File: src/rtl/uart_tx_fifo.sv
// Buffered 8-bit UART transmitter.
// Bytes enter a small FIFO through a send_en/send_busy handshake and are
// serialised LSB first with optional parity and one or two stop bits.
// Frames are sent back-to-back while the FIFO holds data.
module uart_tx_fifo #(
  parameter int CLK_FRE    = 50,
  parameter int UART_RATE  = 115200,
  parameter int FIFO_DEPTH = 16,
  parameter int PARITY     = 0,
  parameter int STOP_BITS  = 1
) (
  input  logic       clk,
  input  logic       rst_n,
  input  logic       send_en,
  input  logic [7:0] send_data,
  output logic       send_busy,
  output logic       tx_pin,
  output logic       tx_idle,
  output logic       overflow
);

  localparam int BAUD_DIV = CLK_FRE * 1_000_000 / UART_RATE;
  localparam int BAUD_W   = (BAUD_DIV > 1) ? $clog2(BAUD_DIV) : 1;
  localparam int PTR_W    = $clog2(FIFO_DEPTH);
  localparam int CNT_W    = PTR_W + 1;

  localparam logic [BAUD_W-1:0] BAUD_LAST = BAUD_W'(BAUD_DIV - 1);
  localparam logic [CNT_W-1:0]  CNT_FULL  = CNT_W'(FIFO_DEPTH);
  localparam logic [2:0]        STOP_LAST = 3'(STOP_BITS - 1);

  typedef enum logic [2:0] {
    ST_IDLE,
    ST_START,
    ST_DATA,
    ST_PARITY,
    ST_STOP
  } state_t;

  state_t            state_q, state_d;
  logic [BAUD_W-1:0] baud_cnt_q, baud_cnt_d;
  logic [2:0]        bit_idx_q, bit_idx_d;
  logic [7:0]        data_q, data_d;
  logic              tx_q, tx_d;
  logic [PTR_W-1:0]  wr_ptr_q, wr_ptr_d;
  logic [PTR_W-1:0]  rd_ptr_q, rd_ptr_d;
  logic [CNT_W-1:0]  count_q, count_d;
  logic              overflow_q, overflow_d;
  logic [7:0]        mem_q [FIFO_DEPTH];

  logic wr_fire;
  logic pop;
  logic bit_end;
  logic parity_bit;

  assign send_busy  = (count_q == CNT_FULL);
  assign wr_fire    = send_en && !send_busy;
  assign bit_end    = (baud_cnt_q == BAUD_LAST);
  assign parity_bit = (PARITY == 1) ? ~^data_q : ^data_q;

  assign tx_pin   = tx_q;
  assign tx_idle  = (state_q == ST_IDLE) && (count_q == '0);
  assign overflow = overflow_q;

  // Pointer, occupancy and overflow bookkeeping; a write while full is dropped
  always_comb begin
    wr_ptr_d   = wr_ptr_q + PTR_W'(wr_fire);
    rd_ptr_d   = rd_ptr_q + PTR_W'(pop);
    count_d    = count_q + CNT_W'(wr_fire) - CNT_W'(pop);
    overflow_d = send_en && send_busy;
  end

  // Frame sequencer: pops the FIFO head and walks start, data, parity, stop
  always_comb begin
    state_d    = state_q;
    baud_cnt_d = bit_end ? '0 : baud_cnt_q + BAUD_W'(1);
    bit_idx_d  = bit_idx_q;
    data_d     = data_q;
    pop        = 1'b0;
    case (state_q)
      ST_IDLE: begin
        baud_cnt_d = '0;
        bit_idx_d  = '0;
        if (count_q != '0) begin
          pop     = 1'b1;
          data_d  = mem_q[rd_ptr_q];
          state_d = ST_START;
        end
      end
      ST_START: begin
        if (bit_end) begin
          bit_idx_d = '0;
          state_d   = ST_DATA;
        end
      end
      ST_DATA: begin
        if (bit_end) begin
          if (bit_idx_q == 3'd7) begin
            bit_idx_d = '0;
            state_d   = (PARITY != 0) ? ST_PARITY : ST_STOP;
          end else begin
            bit_idx_d = bit_idx_q + 3'd1;
          end
        end
      end
      ST_PARITY: begin
        if (bit_end) begin
          bit_idx_d = '0;
          state_d   = ST_STOP;
        end
      end
      ST_STOP: begin
        if (bit_end) begin
          if (bit_idx_q == STOP_LAST) begin
            bit_idx_d = '0;
            if (count_q != '0) begin
              pop     = 1'b1;
              data_d  = mem_q[rd_ptr_q];
              state_d = ST_START;
            end else begin
              state_d = ST_IDLE;
            end
          end else begin
            bit_idx_d = bit_idx_q + 3'd1;
          end
        end
      end
      default: begin
        state_d    = ST_IDLE;
        baud_cnt_d = '0;
        bit_idx_d  = '0;
      end
    endcase
  end

  // Line level for the coming cycle, derived from the current state
  always_comb begin
    tx_d = 1'b1;
    case (state_q)
      ST_START:  tx_d = 1'b0;
      ST_DATA:   tx_d = data_q[bit_idx_q];
      ST_PARITY: tx_d = parity_bit;
      default:   tx_d = 1'b1;
    endcase
  end

  // State registers; reset idles the line and empties the queue immediately
  always_ff @(posedge clk or negedge rst_n) begin
    if (!rst_n) begin
      state_q    <= ST_IDLE;
      baud_cnt_q <= '0;
      bit_idx_q  <= '0;
      data_q     <= '0;
      tx_q       <= 1'b1;
      wr_ptr_q   <= '0;
      rd_ptr_q   <= '0;
      count_q    <= '0;
      overflow_q <= 1'b0;
    end else begin
      state_q    <= state_d;
      baud_cnt_q <= baud_cnt_d;
      bit_idx_q  <= bit_idx_d;
      data_q     <= data_d;
      tx_q       <= tx_d;
      wr_ptr_q   <= wr_ptr_d;
      rd_ptr_q   <= rd_ptr_d;
      count_q    <= count_d;
      overflow_q <= overflow_d;
    end
  end

  // FIFO storage; contents are only meaningful while count covers them
  always_ff @(posedge clk) begin
    if (wr_fire) begin
      mem_q[wr_ptr_q] <= send_data;
    end
  end

endmodule

File: config.mk
export PLATFORM = sky130hd
export DESIGN_NAME = uart_tx_fifo
export DESIGN_NICKNAME = d
export VERILOG_FILES = /design/src/rtl/uart_tx_fifo.sv
export SDC_FILE = /design/constraint.sdc
export NUM_CORES = 1
export LEC_CHECK = 0
export BUFFER_PORTS_ARGS = -buffer_cell sky130_fd_sc_hd__buf_2
export CORE_UTILIZATION = 45
export DETAILED_ROUTE_END_ITERATION = 8
export PLACE_DENSITY_LB_ADDON = 0.25
export SYNTH_ARGS = -nofsm -noshare
export SYNTH_HDL_FRONTEND = slang
export SYNTH_SLANG_ARGS = --single-unit
File: constraint.sdc
create_clock -name clk -period 5.65 [get_ports clk]
set_clock_uncertainty 0.2 [all_clocks]
set_input_delay 1.13 -clock clk [delete_from_list [all_inputs] [get_ports clk]]
set_output_delay 1.13 -clock clk [all_outputs]
set_load 0.02 [all_outputs]
==> key figures, run 1 <==
Job
  – Total of max-cap violations: 0

Timing
  – Least-Margin Pin Slew: approximately 0.93 ns
  – RSZ-0062 raised after global routing: false
  – Max frequency: 294 MHz
  – Crit path time final: 3.40 ns
  – Final setup vio count: 0
  – Slew HR: 37.9%
  – Fin crit share: 60.2%
  – Final hold vios: 0
  – Setup TNS Final: 0 ns
  – Final Worst Setup Slack: between 2 and 2.5 ns
  – Max Slew Vio Count: 0

Placed design
  – Placer Congestion: about 0.84
  – HPWL after DPL: 8.40 mm
  – Port-buffer cells: 14
  – DP Worst Slack: 2.29 ns

Power
  – Leakage: 2.69 nW
  – Worst vdd ir: 0.000236 V
  – Pwr dens: 380 nW/µm²

Logic synthesis
  – Post-synth top area cell: edfxtp_1
  – Synth top area cells: edfxtp_1 55%, dfrtp_1 13%, mux4_2 8.4%, mux2i_1 2.5%, nand2_1 2.4%
  – Mapped Cells: 442
  – Syn_area_per_cell: about 16 µm²
  – Register area share after synthesis: about 69%
  – Yosys cell types: 45
  – #FFs+latches synth: 166
  – Syn nets: 467
  – Async set-reset flop share out of synthesis: 22.9%
  – Synth warnings: 0
  – Top cell type's share of synthesized area: 55.5%
  – Post-synth EDFFs: 128
  – Dominant synthesized flop cell: edfxtp_1
  – Netlist Area Pre-Place: 6930 µm²

Floorplan
  – Io pins: 15
  – Die Span Y: 126 µm
  – Die W: between 100 and 150 µm
  – Site row count: 44
  – Initial Util: between 40% and 50%
  – Die area: 15900 µm²
  – Core ar.: 14800 µm²

Setup path
  – Worst r2r src: bit_idx_q[0]$_DFFE_PN0P_
  – Critical Path, Cell by Cell: inv_1 -> ha_1 -> nand2b_1 -> o41ai_1 -> and3_1 -> xnor2_1 -> ha_1 -> inv_1 -> fa_1 -> inv_1 -> a21oi_1 -> nor2_1 -> nor2_1 -> xnor2_1
  – Crit-path most repeated cell: inv_1
  – Endpoint of the worst register-to-register path: count_q[4]$_DFF_PN0_
  – Setup crit end kind: flop
  – CP bufs+invs: 3
  – R2R cell count: 14
  – Critical path origin: bit_idx_q[0]$_DFFE_PN0P_
  – Slowest cell on the critical path: and3_1
  – Delay-heaviest family, CP: simple AND/OR/NAND/NOR gates
  – Worst reg2reg setup slack: 2.25 ns
  – Startpoint types: flop
  – CP peak stage delay: 0.69 ns
  – Worst endpoint required time: 5.75 ns
  – Crit Path Max Fanout: 22
  – Arr. time, crit path: between 3 and 4 ns
  – Critical setup path kind: flop to flop

Detailed routing
  – Vias after detailed routing: 3708
  – Antenna Violating Nets Remaining: 0
  – TritonRoute pass-1 iters: 6
  – Vias per cell: between 5 and 6
  – Routed Wire Length: 13.3 mm
  – DR DRC count: 0
  – DR iter-0 viols: 264
  – Avg WL per Cell: 20.2 µm

Cells and area
  – N_diodes: 0
  – Nets@finish: 485
  – Commonest cells after routing, fill and taps aside: 128 x edfxtp_1, 44 x nand2_1, 36 x nor2_1, 35 x dfrtp_1, 26 x mux4_2
  – Fraction of layout cells with a size suffix above 1: between 10% and 20%
  – Commonest non-fill, non-tap cell in the layout: edfxtp_1
  – Area grow syn2layout: 11.6%
  – Final core occ: 52.4%
  – FILL cells: 1185

Worst hold path
  – WHS Endpoint: baud_cnt_q[0]$_DFF_PN0_
  – HP Class: flop to flop
  – Min-Delay Path Depth: 1
  – Hold Startpoint: baud_cnt_q[0]$_DFF_PN0_

Global route
  – Number of global-route vias before repair: 3723
  – Largest net degree at the start of global routing: 43
  – First-pass GRT wire length: 21.1 mm
  – Gr usage total: a little under a fifth
  – Remaining Overflow, GRT: 0
  – Initial antenna violation count: 0

CTS
  – Clock-pin slew on the worst setup and hold paths: 0.07 ns
  – Post-CTS Setup Bufs: 0
  – Clock Path Buffers: 2
  – Cts-stage hold buffer count: 0
  – Num CTS Buffers: 17
  – CTS tree: yes
  – Root buffer cell: clkbuf_16
  – Worst skew pair latency: ~0.43 ns
  – H-tree Lvls: 4
  – Clock sinks: around 170
  – Post-cts resize count: 0

Run status
  – Outcome: complete, no violations
==> cell usage after synthesis (2+ instances only) <==
cell        n
edfxtp_1  128
nand2_1    44
dfrtp_1    37
nor2_1     36
mux4_2     26
mux2i_1    17
xnor2_1    15
a21oi_1    13
ha_1       13
inv_1      13
xor2_1      9
a31oi_1     8
o21ai_0     8
buf_2       7
a221oi_1    6
clkbuf_1    6
nand2b_1    5
nor3_1      5
buf_4       4
nand3_1     4
or3_1       4
and2_1      3
and3_1      3
buf_1       3
nand4_1     3
a21o_1      2
nor2b_1     2
==> cells by family after synthesis <==
| family | Yosys count | share of synthesized area [%] |
|---|---|---|
| flip-flops | 166 | 69.2 |
| AND/OR/NAND/NOR | 116 | 7.65 |
| AO/OA/AOI/OAI | 44 | 4.24 |
| multiplexers | 44 | 11.1 |
| buffers and inverters | 34 | 2.18 |
| XOR/XNOR | 24 | 3.03 |
| adder cells (fa/ha/maj) | 14 | 2.64 |
==> worst max-delay path by stage <==
stage	slack [ns]	end	cells past startpoint
after global routing	1.93	count_q[4]$_DFF_PN0_	14
after floorplan	2.67	tx_idle	4
final	2.25	count_q[4]$_DFF_PN0_	14
after detailed placement	2.29	count_q[4]$_DFF_PN0_	14
after global placement	2.33	count_q[4]$_DFF_PN0_	14
after CTS	2.23	count_q[4]$_DFF_PN0_	14
==> state kept, by name (all words and copies together), names as in the netlist <==
register	flops
mem_q	128
baud_cnt_q	9
data_q	8
count_q	5
rd_ptr_q	4
wr_ptr_q	4
bit_idx_q	3
state_q	3
overflow	1
tx_pin	1
==> metrics by stage <==
step,hold slack [ns],area [µm²],cells,total power [mW]
CTS,0.355,7730,657,2.97
finish,0.363,7730,657,2.94
global route,0.391,7730,657,3.06
detailed placement,0.346,7170,625,1.88
global placement,0.325,7170,625,1.86
floorplan,0.280,6930,442,1.76
==> cell type report <==
| type | count | area, µm² | share of cell area, % |
|---|---|---|---|
| sequential | 166 | 4800 | 62.0 |
| multi-input combinational | 242 | 1980 | 25.7 |
| clock buffer | 18 | 429 | 5.55 |
| tap | 184 | 230 | 2.98 |
| clock inverter | 14 | 133 | 1.71 |
| timing repair buffer | 19 | 108 | 1.39 |
| inverter | 14 | 52.6 | 0.679 |
==> metal layers <==
layer	GRT usage, %	routed length (µm)	vias to the layer above
met5	0	0	-
li1	-	-	1703
met2	29.3	6450	105
met4	7.51	261	0
met1	24.9	6040	1876
met3	3.48	501	24
==> report_power, final <==
group          internal [mW]  total, mW  switching, mW
Combinational          0.130      0.329          0.199
Sequential              1.46       1.52         0.0669
Clock                  0.583       1.09          0.506
No activity file was read; power rests on OpenSTA's default activity.
==> run 2, diff against run 1 <==
==> constraint.sdc (replaced) <==
create_clock -name clk -period 3.5 [get_ports clk]
set_clock_uncertainty 0.2 [all_clocks]
set_input_delay 0.7 -clock clk [delete_from_list [all_inputs] [get_ports clk]]
set_output_delay 0.7 -clock clk [all_outputs]
set_load 0.02 [all_outputs]
==> run 2 against run 1 <==
Sequential share of layout area is 0.67 points lower. Setup slack worse by 1.7 ns. Combinational power is 67% higher. First-iteration DRC count is 15% lower. Clock power grew 61%. Sequential power grew 61%. Sequential cell count unchanged. Non-clock buffer count up 12. Critical path depth shrank 9. Die area is the same. Design area is 1.1% higher. Routed wire length fell by 1.6%.
==> key figures, run 2 (same netlist as run 1, synthesis figures left out) <==
CTS
  – Worst skew pair latency: 0.43 ns
  – Cts-stage hold buffer count: 0
  – Post-cts resize count: 0
  – Clock sinks: between 150 and 200
  – Root buffer cell: clkbuf_16
  – Clock-pin slew on the worst setup and hold paths: 0.06 ns
  – Post-CTS Setup Bufs: 0
  – H-tree Lvls: 4
  – Num CTS Buffers: 17
  – CTS tree: yes
  – Clock Path Buffers: 2

Cells and area
  – Area of the multi-input gates: 1980 µm²
  – Fraction of layout cells with a size suffix above 1: 19.4%
  – N_diodes: 0
  – Register with the most flip-flops: mem_q
  – Nets@finish: just under 500
  – Non-filler cells, final: 669
  – FILL cells: 1207
  – Area occupied by registers: 4800 µm²
  – Area grow syn2layout: 12.8%
  – Max reg flops: roughly 130
  – Commonest non-fill, non-tap cell in the layout: edfxtp_1
  – Top flop regs: mem_q: 128 flops, baud_cnt_q: 9 flops, data_q: 8 flops
  – Commonest cells after routing, fill and taps aside: 128 x edfxtp_1, 44 x nand2_1, 36 x nor2_1, 35 x dfrtp_1, 26 x mux4_2

Setup path
  – Startpoint types: flop
  – Crit Path Max Fanout: 2
  – Critical setup path kind: flop to primary output
  – Setup crit end kind: primary output
  – Critical path origin: count_q[3]$_DFF_PN0_
  – Worst r2r src: bit_idx_q[1]$_DFFE_PN0P_
  – Endpoint of the worst register-to-register path: count_q[4]$_DFF_PN0_
  – Arr. time, crit path: 2.01 ns
  – R2R cell count: 14
  – Worst reg2reg setup slack: 0.62 ns
  – Worst endpoint required time: 2.60 ns

Placed design
  – Cells after DPL: 637
  – Port-buffer cells: 14
  – HPWL after DPL: about 8.5 mm
  – Placer Congestion: 0.817

Timing
  – Setup TNS Final: 0 ns
  – RSZ-0062 raised after global routing: false
  – Max Slew Vio Count: 0
  – Slew HR: 41.8%
  – Least-Margin Pin Slew: 0.870 ns
  – Fin crit share: 83.0%
  – Crit path time final: 2.91 ns
  – Max frequency: 344 MHz
  – Final hold vios: 0
  – Final setup vio count: 0

Power
  – Leakage: 2.75 nW
  – Pwr dens: 607 nW/µm²
  – Worst vdd ir: 0.000510 V

Detailed routing
  – TritonRoute pass-1 iters: 4
  – Vias per cell: 5.53
  – DR DRC count: 0
  – Routed Wire Length: 13.0 mm
  – Vias after detailed routing: 3698
  – Antenna Violating Nets Remaining: 0
  – DR iter-0 viols: 225
  – Avg WL per Cell: 19.5 µm

Floorplan
  – Die Span Y: 126 µm
  – Site row count: 44
  – Initial Util: a little under half
  – Die W: 126 µm
  – Die area: ~16000 µm²
  – Io pins: 15
  – Core ar.: 14800 µm²

Global route
  – Gr usage total: 17.8%
  – Initial antenna violation count: 1
  – Number of global-route vias before repair: around 3700
  – Largest net degree at the start of global routing: 39
  – Remaining Overflow, GRT: 0
  – First-pass GRT wire length: 20.4 mm

Worst hold path
  – HP Class: input pin to async pin

Job
  – Total of max-cap violations: 0

Run status
  – Outcome: complete, no violations
==> run 2: worst max-delay path by stage <==
stage | endpoint | slack [ns] | cells after the start
after floorplan | count_q[4]$_DFF_PN0_ | 0.70 | 15
after global placement | count_q[4]$_DFF_PN0_ | 0.70 | 14
after detailed placement | count_q[4]$_DFF_PN0_ | 0.65 | 14
after CTS | tx_idle | 0.58 | 5
after global routing | count_q[4]$_DFF_PN0_ | 0.40 | 14
final | tx_idle | 0.59 | 5
==> run 2: routing by layer <==
metal  GRT usage (%)  routed length (µm)
met2            27.5                6100
met4            7.65                 223
met3            3.82                 610
met1            24.5                6100
met5               0                   0
==> run 2: cell type report <==
cell class	instances	area share, %
clock buffers	18	5.49
clock inverters	14	1.62
inverters	14	0.672
multi-input cells	242	25.4
flip-flops and latches	166	61.4
well taps	184	2.94
repair buffers	31	2.53
==> run 2: critical path: stages, from the launching register on <==
cell and delay, ns:
dfrtp_1 0.38, inv_1 0.08, ha_1 0.15, or4b_1 0.46
nor4_1 0.27, buf_2 0.23
==> run 2: power breakdown <==
group          leakage, nW  switching (mW)  internal, mW
Sequential            1.62           0.104          2.35
Combinational        0.863           0.321         0.227
Clock                0.266           0.762         0.984
==> run 2: per-stage QoR <==
| step | util (%) | power [mW] | worst slack [ns] | instance area [µm²] | hold slack (ns) |
|---|---|---|---|---|---|
| after floorplan | - | 2.84 | 0.698 | 6930 | 0.204 |
| after global placement | 49.2 | 3.02 | 0.700 | 7260 | 0.323 |
| after detailed placement | 49.2 | 3.05 | 0.655 | 7260 | 0.341 |
| after CTS | 53.0 | 4.79 | 0.576 | 7820 | 0.204 |
| after global routing | 53.0 | 4.94 | 0.403 | 7820 | 0.263 |
| final | 53.0 | 4.75 | 0.594 | 7820 | 0.189 |
==> run 3, diff against run 2 <==
==> constraint.sdc (replaced) <==
create_clock -name clk -period 2.81 [get_ports clk]
set_clock_uncertainty 0.2 [all_clocks]
set_input_delay 0.562 -clock clk [delete_from_list [all_inputs] [get_ports clk]]
set_output_delay 0.562 -clock clk [all_outputs]
set_load 0.02 [all_outputs]
==> run 3 against run 2 <==
Design area rose by 3.2%. First-iteration DRC count increased by 26%. Power rose by 28%. Clock power rose by 29%. Global-route usage rose by 0.98 points. Via count grew 2.8%. Sequential share of layout area fell by 1.9 points. Critical path type unchanged. Non-clock buffer count is 21 higher. Clock-buffer cell count did not move. Register-to-register slack got worse by 0.48 ns. Combinational power increased by 40%. Highest routed layer unchanged.
==> key figures, run 3 (same netlist as run 1, synthesis figures left out) <==
Placed design
  – Placed Area: ~7400 µm²
  – Placer Congestion: 0.836
  – Cells after DPL: about 650
  – HPWL after DPL: 8.82 mm
  – Port-buffer cells: 14
  – DP Worst Slack: -0.0318 ns

Setup path
  – Worst r2r src: count_q[2]$_DFF_PN0_
  – Startpoint types: flop
  – CP peak stage delay: 0.46 ns
  – Critical setup path kind: flop to primary output
  – Arr. time, crit path: 1.94 ns
  – Crit-path most repeated cell: buf_4
  – Setup crit end kind: primary output
  – Slowest cell on the critical path: or4b_4
  – CP bufs+invs: 3
  – Crit Path Max Fanout: 2
  – Worst reg2reg setup slack: 0.14 ns
  – Critical Path, Cell by Cell: inv_2 -> ha_4 -> or4b_4 -> buf_4 -> nor4_4 -> buf_4
  – R2R cell count: 13
  – Worst endpoint required time: about 2.1 ns
  – Delay-heaviest family, CP: simple AND/OR/NAND/NOR gates
  – Endpoint of the worst register-to-register path: count_q[4]$_DFF_PN0_

Cells and area
  – Fraction of layout cells with a size suffix above 1: 25.1%
  – Nets@finish: 518
  – Max reg flops: 128
  – Top flop regs: mem_q: 128 flops, baud_cnt_q: 9 flops, data_q: 8 flops
  – Final instance area: approximately 8000 µm²
  – Area grow syn2layout: 16.5%
  – Commonest cells after routing, fill and taps aside: 128 x edfxtp_1, 44 x nand2_1, 37 x buf_4, 36 x nor2_1, 35 x dfrtp_1
  – Non-filler cells, final: 690
  – FILL cells: 1156
  – N_diodes: 0
  – Commonest non-fill, non-tap cell in the layout: edfxtp_1
  – Register with the most flip-flops: mem_q

Detailed routing
  – TritonRoute pass-1 iters: 4
  – Routed Wire Length: 13.4 mm
  – Avg WL per Cell: roughly 19 µm
  – Vias per cell: about 5.5
  – Vias after detailed routing: 3802
  – DR DRC count: 0
  – Antenna Violating Nets Remaining: 0
  – DR iter-0 viols: 283

CTS
  – H-tree Lvls: 4
  – Clock Path Buffers: 2
  – Num CTS Buffers: 17
  – Clock sinks: 166
  – Cts-stage hold buffer count: 0
  – CTS tree: yes
  – Clock-pin slew on the worst setup and hold paths: 0.07 ns
  – Worst skew pair latency: 0.43 ns
  – Root buffer cell: clkbuf_16

Timing
  – Final setup vio count: 0
  – Crit path time final: 2.71 ns
  – Max Slew Vio Count: 0
  – Fin crit share: 96.3%
  – Max frequency: between 300 and 400 MHz
  – Final Worst Setup Slack: 0.105 ns
  – Final hold vios: 0
  – Slew HR: 42.0%
  – Least-Margin Pin Slew: 0.871 ns
  – RSZ-0062 raised after global routing: true
  – Hold Slack: 0.0498 ns

Power
  – Pwr dens: 751 nW/µm²
  – Worst vdd ir: approximately 0.00049 V
  – Leakage: between 2 and 3 nW
  – Tot Pwr: 6.07 mW

Run status
  – Outcome: complete, no violations

Floorplan
  – Die W: 126 µm
  – Site row count: 44
  – Initial Util: 47.0%
  – Die Span Y: 126 µm
  – Io pins: 15
  – Core ar.: between 10000 and 15000 µm²
  – Die area: about 16000 µm²

Global route
  – First-pass GRT wire length: 21.7 mm
  – Initial antenna violation count: 0
  – Number of global-route vias before repair: about 4000
  – Largest net degree at the start of global routing: 39
  – Gr usage total: 18.8%
  – Remaining Overflow, GRT: 0

Worst hold path
  – HP Class: input pin to async pin

Job
  – Total of max-cap violations: 0
-- run 3: changes by cell type in the layout (fill, tap and decap cells not counted), sizes merged --
cell / previous run / this run
inv: 17 / 21
clkinvlp: 3 / 1
buf: 31 / 52
clkinv: 7 / 5
-- run 3: area by class of cell --
type	count	area [µm²]	area share [%]
flip-flops and latches	166	4800	59.4
clock inverters	14	136	1.69
clock buffers	18	429	5.32
multi-input cells	242	2040	25.3
well taps	184	230	2.85
repair buffers	52	383	4.74
inverters	14	52.6	0.651
-- run 3: where the power goes --
part | switching (mW) | total (mW) | internal, mW | leakage (nW)
Combinational | 0.425 | 0.766 | 0.341 | 0.976
Sequential | 0.131 | 3.05 | 2.92 | 1.62
Clock | 1.00 | 2.25 | 1.24 | 0.280
Total | 1.56 | 6.07 | 4.51 | 2.88
-- run 3: worst max-delay path by stage --
stage | endpoint | depth (start not counted) | from | slack (ns)
floorplan | count_q[4]$_DFF_PN0_ | 15 | bit_idx_q[1]$_DFFE_PN0P_ | 0.008
global placement | count_q[4]$_DFF_PN0_ | 14 | bit_idx_q[0]$_DFFE_PN0P_ | 0.05
detailed placement | count_q[4]$_DFF_PN0_ | 13 | count_q[2]$_DFF_PN0_ | -0.03
CTS | count_q[4]$_DFF_PN0_ | 13 | count_q[2]$_DFF_PN0_ | -0.02
global route | count_q[4]$_DFF_PN0_ | 12 | baud_cnt_q[3]$_DFF_PN0_ | -0.01
finish | tx_idle | 6 | count_q[2]$_DFF_PN0_ | 0.10
-- run 3: repair_timing --
action / in CTS / in global routing
gates resized for setup: 5 / 9
setup buffers: 0 / 4
pin swaps: 0 / 3
setup endpoints to repair: 2 / 2
-- run 3: metal layers --
| metal | GRT usage [%] | share of wire [%] | vias to the layer above |
|---|---|---|---|
| met5 | 0 | 0 | - |
| met4 | 7.37 | 1.5 | 0 |
| met3 | 4.93 | 7.0 | 17 |
| met2 | 29.5 | 48 | 108 |
| met1 | 25.1 | 43 | 1919 |
| li1 | - | - | 1758 |
-- run 3: through the flow --
step	utilization [%]	TNS, ns
floorplan	-	0
global placement	50.3	0
detailed placement	50.3	-0.0318
CTS	54.3	-0.0160
global route	54.7	-0.00968
finish	54.7	0
